$ cat config.mk
export PLATFORM = sky130hd
export DESIGN_NAME = shift_right_seq_flat
export DESIGN_NICKNAME = d
export VERILOG_FILES = /design/src/rtl/shift_pkg.sv /design/src/rtl/shift_right_seq_if.sv /design/src/rtl/shift_right_stage.sv /design/src/rtl/shift_right_seq.sv /design/src/flat_wrapper.sv
export SDC_FILE = /design/constraint.sdc
export NUM_CORES = 1
export LEC_CHECK = 0
export BUFFER_PORTS_ARGS = -buffer_cell sky130_fd_sc_hd__buf_2
export CORE_UTILIZATION = 45
export DETAILED_ROUTE_END_ITERATION = 8
export HOLD_SLACK_MARGIN = 0.02
export PLACE_DENSITY = 0.69
export SYNTH_ARGS = -nofsm -noshare
export SYNTH_HDL_FRONTEND = slang
export SYNTH_HIERARCHICAL = 1
export SYNTH_SLANG_ARGS = --single-unit
$ cat constraint.sdc
create_clock -name clk -period 4.67 [get_ports clk]
set_clock_uncertainty 0.05 [all_clocks]
set_input_delay 0.467 -clock clk [delete_from_list [all_inputs] [get_ports clk]]
set_output_delay 0.467 -clock clk [all_outputs]
set_load 0.005 [all_outputs]
$ cat src/rtl/shift_pkg.sv
// Shared shifter definitions: default sizes, op encodings and FSM states.
package shift_pkg;
  localparam int SHR_WIDTH = 16;
  localparam int SHR_CNT_W = 4;

  localparam logic [1:0] SHR_LOGIC = 2'b00;
  localparam logic [1:0] SHR_ARITH = 2'b01;
  localparam logic [1:0] SHR_ROT   = 2'b10;

  typedef enum logic {IDLE, SHIFT} state_t;
endpackage

$ cat src/rtl/shift_right_seq_if.sv
// Request/response bus between the ALU and the sequential right shifter.
interface shift_right_seq_if #(
  parameter int WIDTH = 16,
  parameter int CNT_W = 4
);
  logic             start;
  logic [WIDTH-1:0] In;
  logic [CNT_W-1:0] Cnt;
  logic [1:0]       Op;
  logic [WIDTH-1:0] Out;
  logic             busy;
  logic             done;

  modport master (output start, In, Cnt, Op, input Out, busy, done);
  modport slave  (input start, In, Cnt, Op, output Out, busy, done);
endinterface

$ cat src/rtl/shift_right_stage.sv
// One logarithmic stage: optional right shift/rotate by a power-of-two amount.
module shift_right_stage
  import shift_pkg::*;
#(
  parameter int WIDTH = SHR_WIDTH,
  parameter int CNT_W = SHR_CNT_W
) (
  input  logic [WIDTH-1:0] data,
  input  logic [CNT_W-1:0] amount,
  input  logic             enable,
  input  logic [1:0]       op,
  output logic [WIDTH-1:0] res
);
  logic [WIDTH-1:0] lsr, hi_mask, wrap;
  logic [CNT_W:0]   back;

  // Single mux level per stage: pass through, or pick the filled shift result.
  always_comb begin
    back    = (CNT_W+1)'(WIDTH) - {1'b0, amount};
    lsr     = data >> amount;
    hi_mask = ~({WIDTH{1'b1}} >> amount);
    wrap    = data << back;
    res     = data;
    if (enable) begin
      case (op)
        SHR_ARITH: res = lsr | (data[WIDTH-1] ? hi_mask : '0);
        SHR_ROT:   res = lsr | wrap;
        default:   res = lsr;  // logical, and 2'b11 aliases to logical
      endcase
    end
  end
endmodule

$ cat src/rtl/shift_right_seq.sv
// Multi-cycle right shifter/rotator: one log stage per cycle, fixed latency.
module shift_right_seq
  import shift_pkg::*;
#(
  parameter int WIDTH = SHR_WIDTH,
  parameter int CNT_W = SHR_CNT_W
) (
  input logic              clk,
  input logic              rst,
  shift_right_seq_if.slave bus
);
  localparam int SW = (CNT_W > 1) ? $clog2(CNT_W) : 1;
  localparam logic [SW-1:0] LAST = SW'(CNT_W - 1);

  state_t           state;
  logic [WIDTH-1:0] data_r, stage_res;
  logic [CNT_W-1:0] cnt_r, amount;
  logic [1:0]       op_r;
  logic [SW-1:0]    stage;

  // Stage k shifts by 2^k when cnt_r[k] is set.
  always_comb amount = CNT_W'(1) << stage;

  shift_right_stage #(.WIDTH(WIDTH), .CNT_W(CNT_W)) u_stage (
    .data   (data_r),
    .amount (amount),
    .enable (cnt_r[stage]),
    .op     (op_r),
    .res    (stage_res)
  );

  // Control FSM with registered outputs; reset aborts any operation in flight.
  always_ff @(posedge clk) begin
    if (rst) begin
      state    <= IDLE;
      data_r   <= '0;
      cnt_r    <= '0;
      op_r     <= '0;
      stage    <= '0;
      bus.Out  <= '0;
      bus.busy <= 1'b0;
      bus.done <= 1'b0;
    end else begin
      bus.done <= 1'b0;
      case (state)
        IDLE: begin
          if (bus.start) begin
            data_r   <= bus.In;
            cnt_r    <= bus.Cnt;
            op_r     <= bus.Op;
            stage    <= '0;
            bus.busy <= 1'b1;
            state    <= SHIFT;
          end
        end
        SHIFT: begin
          data_r <= stage_res;
          stage  <= stage + 1'b1;
          if (stage == LAST) begin
            bus.Out  <= stage_res;
            bus.done <= 1'b1;
            bus.busy <= 1'b0;
            state    <= IDLE;
          end
        end
        default: state <= IDLE;
      endcase
    end
  end
endmodule

$ cat src/flat_wrapper.sv
// flat-port wrapper written by rule: the top's interface ports become plain ports
module shift_right_seq_flat import shift_pkg::*;
#(
  parameter int WIDTH = SHR_WIDTH,
  parameter int CNT_W = SHR_CNT_W
)
  (clk, rst, bus_start, bus_In, bus_Cnt, bus_Op, bus_Out, bus_busy, bus_done);
  shift_right_seq_if #(.WIDTH(WIDTH), .CNT_W(CNT_W)) bus_i ();
  input logic clk;
  input logic rst;
  input wire logic [$bits(bus_i.start)-1:0] bus_start;
  input wire logic [$bits(bus_i.In)-1:0] bus_In;
  input wire logic [$bits(bus_i.Cnt)-1:0] bus_Cnt;
  input wire logic [$bits(bus_i.Op)-1:0] bus_Op;
  output wire logic [$bits(bus_i.Out)-1:0] bus_Out;
  output wire logic [$bits(bus_i.busy)-1:0] bus_busy;
  output wire logic [$bits(bus_i.done)-1:0] bus_done;
  assign bus_i.start = bus_start;
  assign bus_i.In = bus_In;
  assign bus_i.Cnt = bus_Cnt;
  assign bus_i.Op = bus_Op;
  assign bus_Out = bus_i.Out;
  assign bus_busy = bus_i.busy;
  assign bus_done = bus_i.done;
  shift_right_seq #(.WIDTH(WIDTH), .CNT_W(CNT_W)) u_core (.clk(clk), .rst(rst), .bus(bus_i));
endmodule
==> results of run 1 <==
worst min-delay path by stage:
stage	start	end	slack, ps	depth (start not counted)
finish	bus_Op[0]	u_core/op_r[0]$_SDFFE_PP0P_	340	3
global route	bus_Cnt[2]	u_core/cnt_r[2]$_SDFFE_PP0P_	340	3
CTS	bus_Op[0]	u_core/op_r[0]$_SDFFE_PP0P_	340	3
detailed placement	u_core/bus.Out[4]$_SDFFE_PP0P_	u_core/bus.Out[4]$_SDFFE_PP0P_	390	2
global placement	u_core/bus.Out[15]$_SDFFE_PP0P_	u_core/bus.Out[15]$_SDFFE_PP0P_	390	2
floorplan	u_core/bus.Out[0]$_SDFFE_PP0P_	u_core/bus.Out[0]$_SDFFE_PP0P_	400	2
layout make-up:
type | count | area (µm²) | area share
Tap cell | 102 | 128 | 0.0318
Sequential cell | 43 | 861 | 0.215
Timing Repair Buffer | 47 | 248 | 0.0618
Multi-Input combinational cell | 367 | 2630 | 0.657
Clock buffer | 5 | 68.8 | 0.0172
Inverter | 12 | 45.0 | 0.0112
Clock inverter | 3 | 23.8 | 0.00593
per-layer routing:
metal	vias to the layer above	wire, µm	GRT usage	share of wire
li1	1692	-	-	-
met1	1717	5040	0.374	0.42
met2	209	5230	0.420	0.44
met3	47	1210	0.0659	0.10
met4	0	501	0.122	0.042
met5	-	0	0	0
power by group:
group          switching, mW  total [mW]  leakage, nW  internal (mW)
registers             0.0393       0.424        0.351          0.384
clock network          0.143       0.250       0.0408          0.107
logic                  0.210       0.369         1.16          0.160
stage by stage:
stage / hold slack, ps / cells / utilization
finish: 342 / 579 / 0.508
floorplan: 403 / 461 / -
global route: 342 / 579 / 0.508
detailed placement: 394 / 571 / 0.496
global placement: 390 / 571 / 0.496
CTS: 336 / 579 / 0.508
worst max-delay path: stages (launching register included):
cell,delay [ps]
dfxtp_1,450
inv_1,120
ha_1,230
inv_2,310
ha_1,790
mux2_2,460
o22ai_1,170
nor3_1,60
a211oi_1,350
o221ai_1,250
mux2i_1,190
nor2_1,60
state kept, by name, indices dropped and copies added (netlist names):
register         count
u_core/cnt_r         4
u_core/op_r          2
u_core/data_r       16
u_core/bus.busy      1
u_core/bus.done      1
u_core/stage         2
u_core/state         1
u_core/bus.Out      16
Yosys cell counts, drive strengths merged (2+ instances only):
master  instances  area [µm²]
nand3           6        30.0
nand2b          7        43.8
nand2          62         235
nor3b           3        27.5
and2            5        31.3
o211ai          3        22.5
mux2i          45         450
mux2           35         439
a31oi           6        37.5
nor4            2        12.5
a21oi          35         175
buf            24         165
mux4           10         225
a211oi          4        30.0
ha             10         125
inv            12        45.0
o21ai          14        70.1
a21o            2        15.0
or2             4        25.0
nor2           56         210
nor3            5        30.0
nor2b           8        50.1
clkbuf         15        56.3
o32ai           2        17.5
nand3b          2        15.0
a221oi          2        17.5
o22ai          14        87.6
o31ai           4        30.0
a41oi           4        35.0
dfxtp          43         861
a32oi           2        17.5
o221ai          3        26.3
logic make-up (layout without fill, tap and decap cells):
group | after synthesis | after routing | share of synthesized area
flops | 43 | 43 | 0.229
mux | 90 | 90 | 0.296
simple gates | 165 | 165 | 0.200
fa+ha+maj | 10 | 10 | 0.0333
compound gates | 102 | 102 | 0.171
buf+inv | 51 | 67 | 0.0709
==> metrics.md, run 1 <==
| Metric | Value |
|---|---|
| Startpoint types | flop |
| Ys flop type | dfxtp_1 |
| Die area | ~8700 µm² |
| Sequential-to-total area share from yosys stat | 0.229 |
| Critical Path Sink | u_core/data_r[8]$_SDFFE_PP0P_ |
| Hold Path Class | input port to flop |
| Final net count | about 510 |
| Filler instances | approximately 800 |
| Drt first pass iters | 5 |
| Fin area | approximately 4000 µm² |
| Post-synth cell types | 56 |
| Final Hold Fails | 0 |
| Number of synthesized flops with an enable pin | 0 |
| Number of synthesized register bits | 43 |
| Max-cap viol count | 0 |
| Reg-to-Reg End | u_core/data_r[8]$_SDFFE_PP0P_ |
| Number of routed nets with antenna violations | 0 |
| Slew Viols, Final | 0 |
| First-pass GRT wire length | between 15000 and 20000 µm |
| Final WL | between 10000 and 15000 µm |
| Post-synthesis instance total | approximately 460 |
| PortBufs | 42 |
| Layout cells sized above 1 | 0.222 |
| Initial Util | 0.477 |
| Area Overhead vs Synth | 6.55% |
| CTS root buf | clkbuf_8 |
| Placement row count | 32 |
| # IOs | 43 |
| Initial antenna violation count | 0 |
| R2R Setup Slk | ~1000 ps |
| Hold_buf cts | 0 |
| Setup WS pre-CTS | 1110 ps |
| Required time worst endpoint | between 4000 and 5000 ps |
| Period utilization | 0.779 |
| H-Tree Level Count | 2 |
| CTS resizes | 0 |
| All-Layer GR Usage | 0.278 |
| DRC | 0 |
| PwrDens | between 200 and 300 nW/µm² |
| Worst-margin pin slew | 863 ps |
| Routability-driven placement congestion ratio | between 1 and 1.5 |
| Placed Area | approximately 4000 µm² |
| Synthesized net count | 496 |
| CTS sink count | 43 |
| Most frequent cells in the layout | 61 x nand2_1, 56 x nor2_1, 45 x mux2i_1 |
| Warnings from Yosys | 6 |
| Cell Area, Synth | between 3000 and 4000 µm² |
| RSZ-0062 raised after global routing | false |
| Outcome | finished clean |
| Via count | approximately 3700 |
| Async S/R FF share, synth | 0 |
| Worst setup path startpoint | u_core/stage[0]$_SDFFE_PP0P_ |
| Worst slew margin | 0.425 |
| Syn Area/Cell | about 8.2 µm² |
| Inserted Diodes | 0 |
| Fmax | 0.275 GHz |
| Num CTS Buffers | 5 |
| Reg2reg start | u_core/stage[0]$_SDFFE_PP0P_ |
| WS Path Type | flop to flop |
| Vias in the first global route | 3339 |
| CP endpoint kind | flop |
| 1st-iter DRT viols | around 430 |
| Post-CTS setup buffers | 0 |
| CORE AREA | 7890 µm² |
| Commonest non-fill, non-tap cell in the layout | nand2_1 |
| Setup slack after layout | roughly 1000 ps |
| Chip height | around 93 µm |
| Crit Path Max Fanout | 21 |
| Largest net degree at the start of global routing | 44 |
| Final TNS setup | 0 ps |
| Die W | approximately 93 µm |
| Clk Latency, worst-skew pair | 300 ps |
| CTS tree | built |
| Final HPWL from detailed placement | between 8000 and 9000 µm |
| WL per Instance | ~21 µm |
| Worst-path clk slew | ~90 ps |
| Final Critical Period | around 3600 ps |
| Vias per cell | ~6.3 |
| Buffer levels on the longest clock path | 2 |
| Final total power | between 1 and 1.5 mW |
| Final setup fails | 0 |
| Critical path arrival | 3750 ps |
| Max rail drop VDD | ~0.17 mV |
| Cell depth of the worst flop-to-flop path | 11 |
| Grt ovf | 0 |
| Leakage | 1.55 nW |
(Power assumes the default switching activity.)
==> run 2, diff against run 1 <==
Clock period 4.67 ns to 3.5 ns, I/O delays scaled along.
==> run 2 against run 1 <==
Fmax up 19%; non-clock buffer count up 6; largest power group unchanged; cell count up 1.0%.
==> metrics.md, run 2 (synthesized netlist as in run 1, its figures left out) <==
| Metric | Value |
|---|---|
| CTS root buf | clkbuf_8 (unchanged) |
| Placement row count | 32 (unchanged) |
| Num CTS Buffers | 5 (unchanged) |
| Max stage delay on crit path | 530 ps (was 790 ps) |
| Most Frequent Cell on Critical Path | ha_1 (unchanged) |
| Fmax | 0.327 GHz (was 0.275 GHz) |
| Worst setup path startpoint | u_core/stage[0]$_SDFFE_PP0P_ (unchanged) |
| WS Path Type | flop to flop (unchanged) |
| Worst slew margin | 0.494 (was 0.425) |
| Start point of the worst hold path | bus_Cnt[2] (was bus_Op[0]) |
| H-Tree Level Count | 2 (unchanged) |
| Hold_buf cts | 0 (unchanged) |
| Vias in the first global route | 3343 (was 3339) |
| Die W | 93.4 µm (unchanged) |
| Final Hold Fails | 0 (unchanged) |
| Post-layout util | 0.514 (was 0.508) |
| Filler instances | 755 (was 777) |
| Hold path endpoint | u_core/cnt_r[2]$_SDFFE_PP0P_ (was u_core/op_r[0]$_SDFFE_PP0P_) |
| CTS sink count | 43 (unchanged) |
| Reg-to-Reg End | u_core/data_r[6]$_SDFFE_PP0P_ (was u_core/data_r[8]$_SDFFE_PP0P_) |
| CP endpoint kind | flop (unchanged) |
| Slew Viols, Final | 0 (unchanged) |
| Final net count | 517 (was 511) |
| Post-CTS setup buffers | 0 (unchanged) |
| Via count | 3626 (was 3665) |
| Number of routed nets with antenna violations | 0 (unchanged) |
| RSZ-0062 raised after global routing | false (unchanged) |
| Hold Crit Depth | 3 (unchanged) |
| Period utilization | 0.875 (was 0.779) |
| Most frequent cells in the layout | 61 x nand2_1, 56 x nor2_1, 45 x mux2i_1 (unchanged) |
| Cell depth of the worst flop-to-flop path | 11 (unchanged) |
| Regs by FF count | u_core/bus.Out x16, u_core/data_r x16, u_core/cnt_r x4 (unchanged) |
| Reg2reg start | u_core/stage[0]$_SDFFE_PP0P_ (unchanged) |
| Routability-driven placement congestion ratio | 0.962 (was 1.07) |
| Max-cap viol count | 0 (unchanged) |
| Final WL | 11300 µm (was 12000 µm) |
| Die area | 8730 µm² (unchanged) |
| CTS resizes | 0 (unchanged) |
| Area Overhead vs Synth | 7.75% (was 6.55%) |
| Grt ovf | 0 (unchanged) |
| CTS tree | built (unchanged) |
| Leakage | 1.58 nW (was 1.55 nW) |
| Final Critical Period | 3060 ps (was 3640 ps) |
| CORE AREA | 7890 µm² (unchanged) |
| First-pass GRT wire length | 17900 µm (was 18200 µm) |
| PortBufs | 42 (unchanged) |
| Final HPWL from detailed placement | 8470 µm (was 8870 µm) |
| Buffer levels on the longest clock path | 2 (unchanged) |
| Commonest non-fill, non-tap cell in the layout | nand2_1 (unchanged) |
| Critical Path, Cell by Cell | inv_1, ha_1, inv_2, ha_1, buf_4, mux2_4, mux4_2, nand2_1, a41oi_1, mux2i_1, nor2_1 (was inv_1, ha_1, inv_2, ha_1, mux2_2, o22ai_1, nor3_1, a211oi_1, o221ai_1, mux2i_1, nor2_1) |
| Largest net degree at the start of global routing | 44 (unchanged) |
| R2R Setup Slk | 440 ps (was 1030 ps) |
| Outcome | finished clean (unchanged) |
| DRC | 0 (unchanged) |
| Required time worst endpoint | 3610 ps (was 4780 ps) |
| Crit Path Max Fanout | 21 (unchanged) |
| Inserted Diodes | 0 (unchanged) |
| Max rail drop VDD | 0.243 mV (was 0.171 mV) |
| 1st-iter DRT viols | 527 (was 432) |
| Chip height | 93.4 µm (unchanged) |
| Initial antenna violation count | 0 (unchanged) |
| Worst-path clk slew | 90 ps (about the same) |
| Startpoint types | flop (unchanged) |
| Final setup fails | 0 (unchanged) |
| Initial Util | 0.477 (unchanged) |
| All-Layer GR Usage | 0.269 (was 0.278) |
| WL per Instance | 19.4 µm (was 20.7 µm) |
| Setup WS pre-CTS | 473 ps (was 1110 ps) |
| Hold Path Class | input port to flop (unchanged) |
| Final TNS setup | 0 ps (unchanged) |
| Worst-margin pin slew | 759 ps (was 863 ps) |
| Critical path's slowest cell | mux4_2 (was ha_1) |
| PwrDens | 341 nW/µm² (was 260 nW/µm²) |
| Layout cells sized above 1 | 0.232 (was 0.222) |
| Critical path arrival | 3170 ps (was 3750 ps) |
| Vias per cell | 6.20 (was 6.33) |
| Fin area | 4050 µm² (was 4010 µm²) |
| Clk Latency, worst-skew pair | 300 ps (about the same) |
| Worst hold margin | 225 ps (was 342 ps) |
| Placed Area | 3960 µm² (was 3920 µm²) |
| Drt first pass iters | 5 (unchanged) |
| # IOs | 43 (unchanged) |
| Setup slack after layout | 439 ps (was 1030 ps) |
==> run 2: area by class of cell <==
| class | instances | area [µm²] | share of cell area |
|---|---|---|---|
| clock inverters | 3 | 23.8 | 0.00587 |
| repair buffers | 53 | 293 | 0.0722 |
| clock buffers | 5 | 68.8 | 0.0170 |
| multi-input cells | 367 | 2630 | 0.650 |
| inverters | 12 | 45.0 | 0.0111 |
| flip-flops and latches | 43 | 861 | 0.212 |
| well taps | 102 | 128 | 0.0315 |
==> run 2: layer usage <==
| layer | part of all wire | GRT usage | up-vias |
|---|---|---|---|
| met5 | 0 | 0 | - |
| met4 | 0.040 | 0.118 | 0 |
| li1 | - | - | 1706 |
| met3 | 0.083 | 0.0447 | 35 |
| met2 | 0.43 | 0.401 | 179 |
| met1 | 0.45 | 0.378 | 1706 |
==> run 2: how the worst max path moves through the flow <==
| stage | to |
|---|---|
| 5_1_grt | u_core/data_r[6]$_SDFFE_PP0P_ |
| 2_1_floorplan | u_core/data_r[10]$_SDFFE_PP0P_ |
| 3_5_place_dp | u_core/data_r[10]$_SDFFE_PP0P_ |
| 4_1_cts | u_core/data_r[10]$_SDFFE_PP0P_ |
| 3_3_place_gp | u_core/data_r[6]$_SDFFE_PP0P_ |
| 6_report | u_core/data_r[6]$_SDFFE_PP0P_ |
==> run 2: per-stage QoR <==
step | total power, mW | cells
2_1_floorplan | 0.933 | 461
3_3_place_gp | 1.05 | 577
3_5_place_dp | 1.05 | 577
4_1_cts | 1.38 | 585
5_1_grt | 1.45 | 585
6_report | 1.38 | 585
==> run 2: report_power, final <==
| part | leakage, nW | switching, mW | total, mW | internal, mW |
|---|---|---|---|---|
| Clock | 0.0408 | 0.186 | 0.329 | 0.143 |
| Combinational | 1.19 | 0.271 | 0.489 | 0.217 |
| Sequential | 0.351 | 0.0511 | 0.564 | 0.513 |
==> run 2: worst max-delay path, delay by kind of cell (launching register included) <==
kind / cells / cell delay (ps)
AO/OA/AOI/OAI: 1 / 260
adder cells (fa/ha/maj): 2 / 460
AND/OR/NAND/NOR: 2 / 190
buffers and inverters: 3 / 400
flip-flops: 1 / 450
multiplexers: 3 / 1100
==> run 3, diff against run 2 <==
Settings changed: PLACE_DENSITY 0.69 to 0.7, SYNTH_HIERARCHICAL 1 to default.
==> run 3 against run 2 <==
Area after synthesis shrank 17%; synthesized cell count shrank 21%; sequential cell count is the same; clock power grew 22%; combinational power shrank 37%; via count shrank 18%; largest cell class unchanged.
==> metrics.md, run 3 <==
| Metric | Value |
|---|---|
| Outcome | finished clean (unchanged) |
| Most frequent cells in the layout | 43 x dfxtp_1, 42 x buf_2, 38 x nor2_1 (was 61 x nand2_1, 56 x nor2_1, 45 x mux2i_1) |
| Xor/xnor share of the synthesized area | 0.00279 (was 0) |
| Placed Area | 3340 µm² (was 3960 µm²) |
| Reg2reg start | u_core.stage[1]$_SDFFE_PP0P_ (was u_core/stage[0]$_SDFFE_PP0P_) |
| Ys flop type | dfxtp_1 (unchanged) |
| Worst hold margin | 231 ps (was 225 ps) |
| CTS resizes | 0 (unchanged) |
| Post-synth top area share | 0.274 (was 0.229) |
| CTS root buf | clkbuf_8 (unchanged) |
| Hold_buf cts | 0 (unchanged) |
| WS Path Type | flop to flop (unchanged) |
| Fmax | 0.345 GHz (was 0.327 GHz) |
| Drt first pass iters | 5 (unchanged) |
| RSZ-0062 raised after global routing | false (unchanged) |
| Routability-driven placement congestion ratio | 0.999 (was 0.962) |
| Setup slack after layout | 599 ps (was 439 ps) |
| Number of synthesized flops with an enable pin | 0 (unchanged) |
| CP endpoint kind | flop (unchanged) |
| Post-synth cell types | 57 (was 56) |
| Most common cell in the netlist | dfxtp_1 (was nand2_1) |
| Vias in the first global route | 2748 (was 3343) |
| Via count | 2985 (was 3626) |
| Syn Area/Cell | 8.65 µm² (was 8.16 µm²) |
| Number of routed nets with antenna violations | 0 (unchanged) |
| Fin area | 3450 µm² (was 4050 µm²) |
| Layout cells sized above 1 | 0.216 (was 0.232) |
| Slew Viols, Final | 0 (unchanged) |
| CTS sink count | 43 (unchanged) |
| Clk Latency, worst-skew pair | 310 ps (was 300 ps) |
| Inserted Diodes | 0 (unchanged) |
| Critical path arrival | 3020 ps (was 3170 ps) |
| # IOs | 43 (unchanged) |
| Commonest cells in the synthesized netlist | 43 x dfxtp_1, 38 x nor2_1, 28 x nand2_1 (was 61 x nand2_1, 56 x nor2_1, 45 x mux2i_1) |
| Buffer levels on the longest clock path | 2 (unchanged) |
| Number of synthesized register bits | 43 (unchanged) |
| Final net count | 420 (was 517) |
| WL per Instance | 19.3 µm (was 19.4 µm) |
| Synth Area in Compound Gates | 0.228 (was 0.171) |
| Final Critical Period | 2900 ps (was 3060 ps) |
| Non-filler instance count after layout | 468 (was 585) |
| Worst slew margin | 0.364 (was 0.494) |
| All-Layer GR Usage | 0.253 (was 0.269) |
| PortBufs | 42 (unchanged) |
| Area Overhead vs Synth | 10.0% (was 7.75%) |
| Post-layout util | 0.511 (was 0.514) |
| Placed Instances | 460 (was 577) |
| 1st-iter DRT viols | 226 (was 527) |
| Area share of and/or/nand/nor cells after synthesis | 0.202 (was 0.200) |
| Initial antenna violation count | 0 (unchanged) |
| Max rail drop VDD | 0.269 mV (was 0.243 mV) |
| Final setup fails | 0 (unchanged) |
| Largest net degree at the start of global routing | 40 (was 44) |
| CTS tree | built (unchanged) |
| Top cells by area, synth | dfxtp_1 27%, mux4_2 11%, mux2i_1 7.3% (was dfxtp_1 23%, mux2i_1 12%, mux2_2 6.6%) |
| Leakage | 1.32 nW (was 1.58 nW) |
| Sequential-to-total area share from yosys stat | 0.274 (was 0.229) |
| Leading area contributor after synthesis | dfxtp_1 (unchanged) |
| Startpoint types | flop (unchanged) |
| Cell Area, Synth | 3140 µm² (was 3760 µm²) |
| DRC | 0 (unchanged) |
| Max-cap viol count | 0 (unchanged) |
| Initial Util | 0.465 (was 0.477) |
| Final WL | 9020 µm (was 11300 µm) |
| Crit Path Max Fanout | 22 (was 21) |
| Post-CTS setup buffers | 0 (unchanged) |
| Worst-path clk slew | 100 ps (was 90 ps) |
| Vias per cell | 6.38 (was 6.20) |
| Final total power | 1.28 mW (was 1.38 mW) |
| Hold Path Class | input port to flop (unchanged) |
| Die area | 7310 µm² (was 8730 µm²) |
| Multiplexer area fraction after synthesis | 0.206 (was 0.296) |
| Worst-margin pin slew | 953 ps (was 759 ps) |
| Grt ovf | 0 (unchanged) |
| Async S/R FF share, synth | 0 (unchanged) |
| Post-synthesis instance total | 363 (was 461) |
| Chip height | 85.5 µm (was 93.4 µm) |
| Regs by FF count | u_core.bus.Out x16, u_core.data_r x16, u_core.cnt_r x4 (was u_core/bus.Out x16, u_core/data_r x16, u_core/cnt_r x4) |
| Start point of the worst hold path | bus_Op[1] (was bus_Cnt[2]) |
| First-pass GRT wire length | 14400 µm (was 17900 µm) |
| Final TNS setup | 0 ps (unchanged) |
| PwrDens | 369 nW/µm² (was 341 nW/µm²) |
| Adder-cell area share of the yosys netlist | 0.0319 (was 0.0333) |
| Warnings from Yosys | 0 (was 6) |
| Setup WS pre-CTS | 613 ps (was 473 ps) |
| Num CTS Buffers | 5 (unchanged) |
| Placement row count | 30 (was 32) |
| Required time worst endpoint | 3620 ps (was 3610 ps) |
| Final Hold Fails | 0 (unchanged) |
| Final HPWL from detailed placement | 6520 µm (was 8470 µm) |
| Commonest non-fill, non-tap cell in the layout | dfxtp_1 (was nand2_1) |
| Worst setup path startpoint | u_core.stage[1]$_SDFFE_PP0P_ (was u_core/stage[0]$_SDFFE_PP0P_) |
| CORE AREA | 6760 µm² (was 7890 µm²) |
| H-Tree Level Count | 2 (unchanged) |
| Synthesized net count | 396 (was 496) |
| Largest family of logic cells by synthesized area | compound AO/OA/AOI/OAI gates (was multiplexers) |
| Die W | 85.5 µm (was 93.4 µm) |
| Period utilization | 0.829 (was 0.875) |
run 3: where the power goes:
part | switching, mW | internal [mW]
combinational | 0.166 | 0.142
clock | 0.188 | 0.213
sequential | 0.0531 | 0.514
run 3: critical path, cell delays in order, from the launching register on:
cell       delay, ps
dfxtp_1          530
inv_1            180
ha_1             540
xnor2_1          450
mux4_2           360
a221oi_1         310
o21a_1           230
a2111oi_0        110
run 3: logic make-up after synthesis:
logic type / after synthesis
and+or+nand+nor: 125
AOI/OAI and AO/OA: 103
xor gates and xnor gates: 1
buffers and inverters: 38
muxes: 45
adders and majority gates: 8
DFF: 43
run 3: final timing paths:
path              cells after the start                              to  slack, ps
setup reg to reg                      7  u_core.data_r[14]$_SDFFE_PP0P_        600
hold / removal                        3     u_core.op_r[1]$_SDFFE_PP0P_        230
setup / recovery                      7  u_core.data_r[14]$_SDFFE_PP0P_        600
hold reg to reg                       2  u_core.bus.Out[0]$_SDFFE_PP0P_        400
run 3: metal layers:
| metal | vias to the layer above | track usage | share of wire |
|---|---|---|---|
| li1 | 1398 | - | - |
| met1 | 1405 | 0.352 | 0.44 |
| met2 | 155 | 0.391 | 0.45 |
| met3 | 27 | 0.0529 | 0.079 |
| met4 | 0 | 0.0848 | 0.032 |
| met5 | - | 0 | 0 |
run 3: cell type report:
cell class / count / area, µm²
tap: 80 / 100
clock buffer: 5 / 68.8
inverter: 9 / 33.8
fill: 662 / 3300
multi-input combinational: 282 / 2110
clock inverter: 3 / 43.8
sequential: 43 / 861
timing repair buffer: 46 / 240
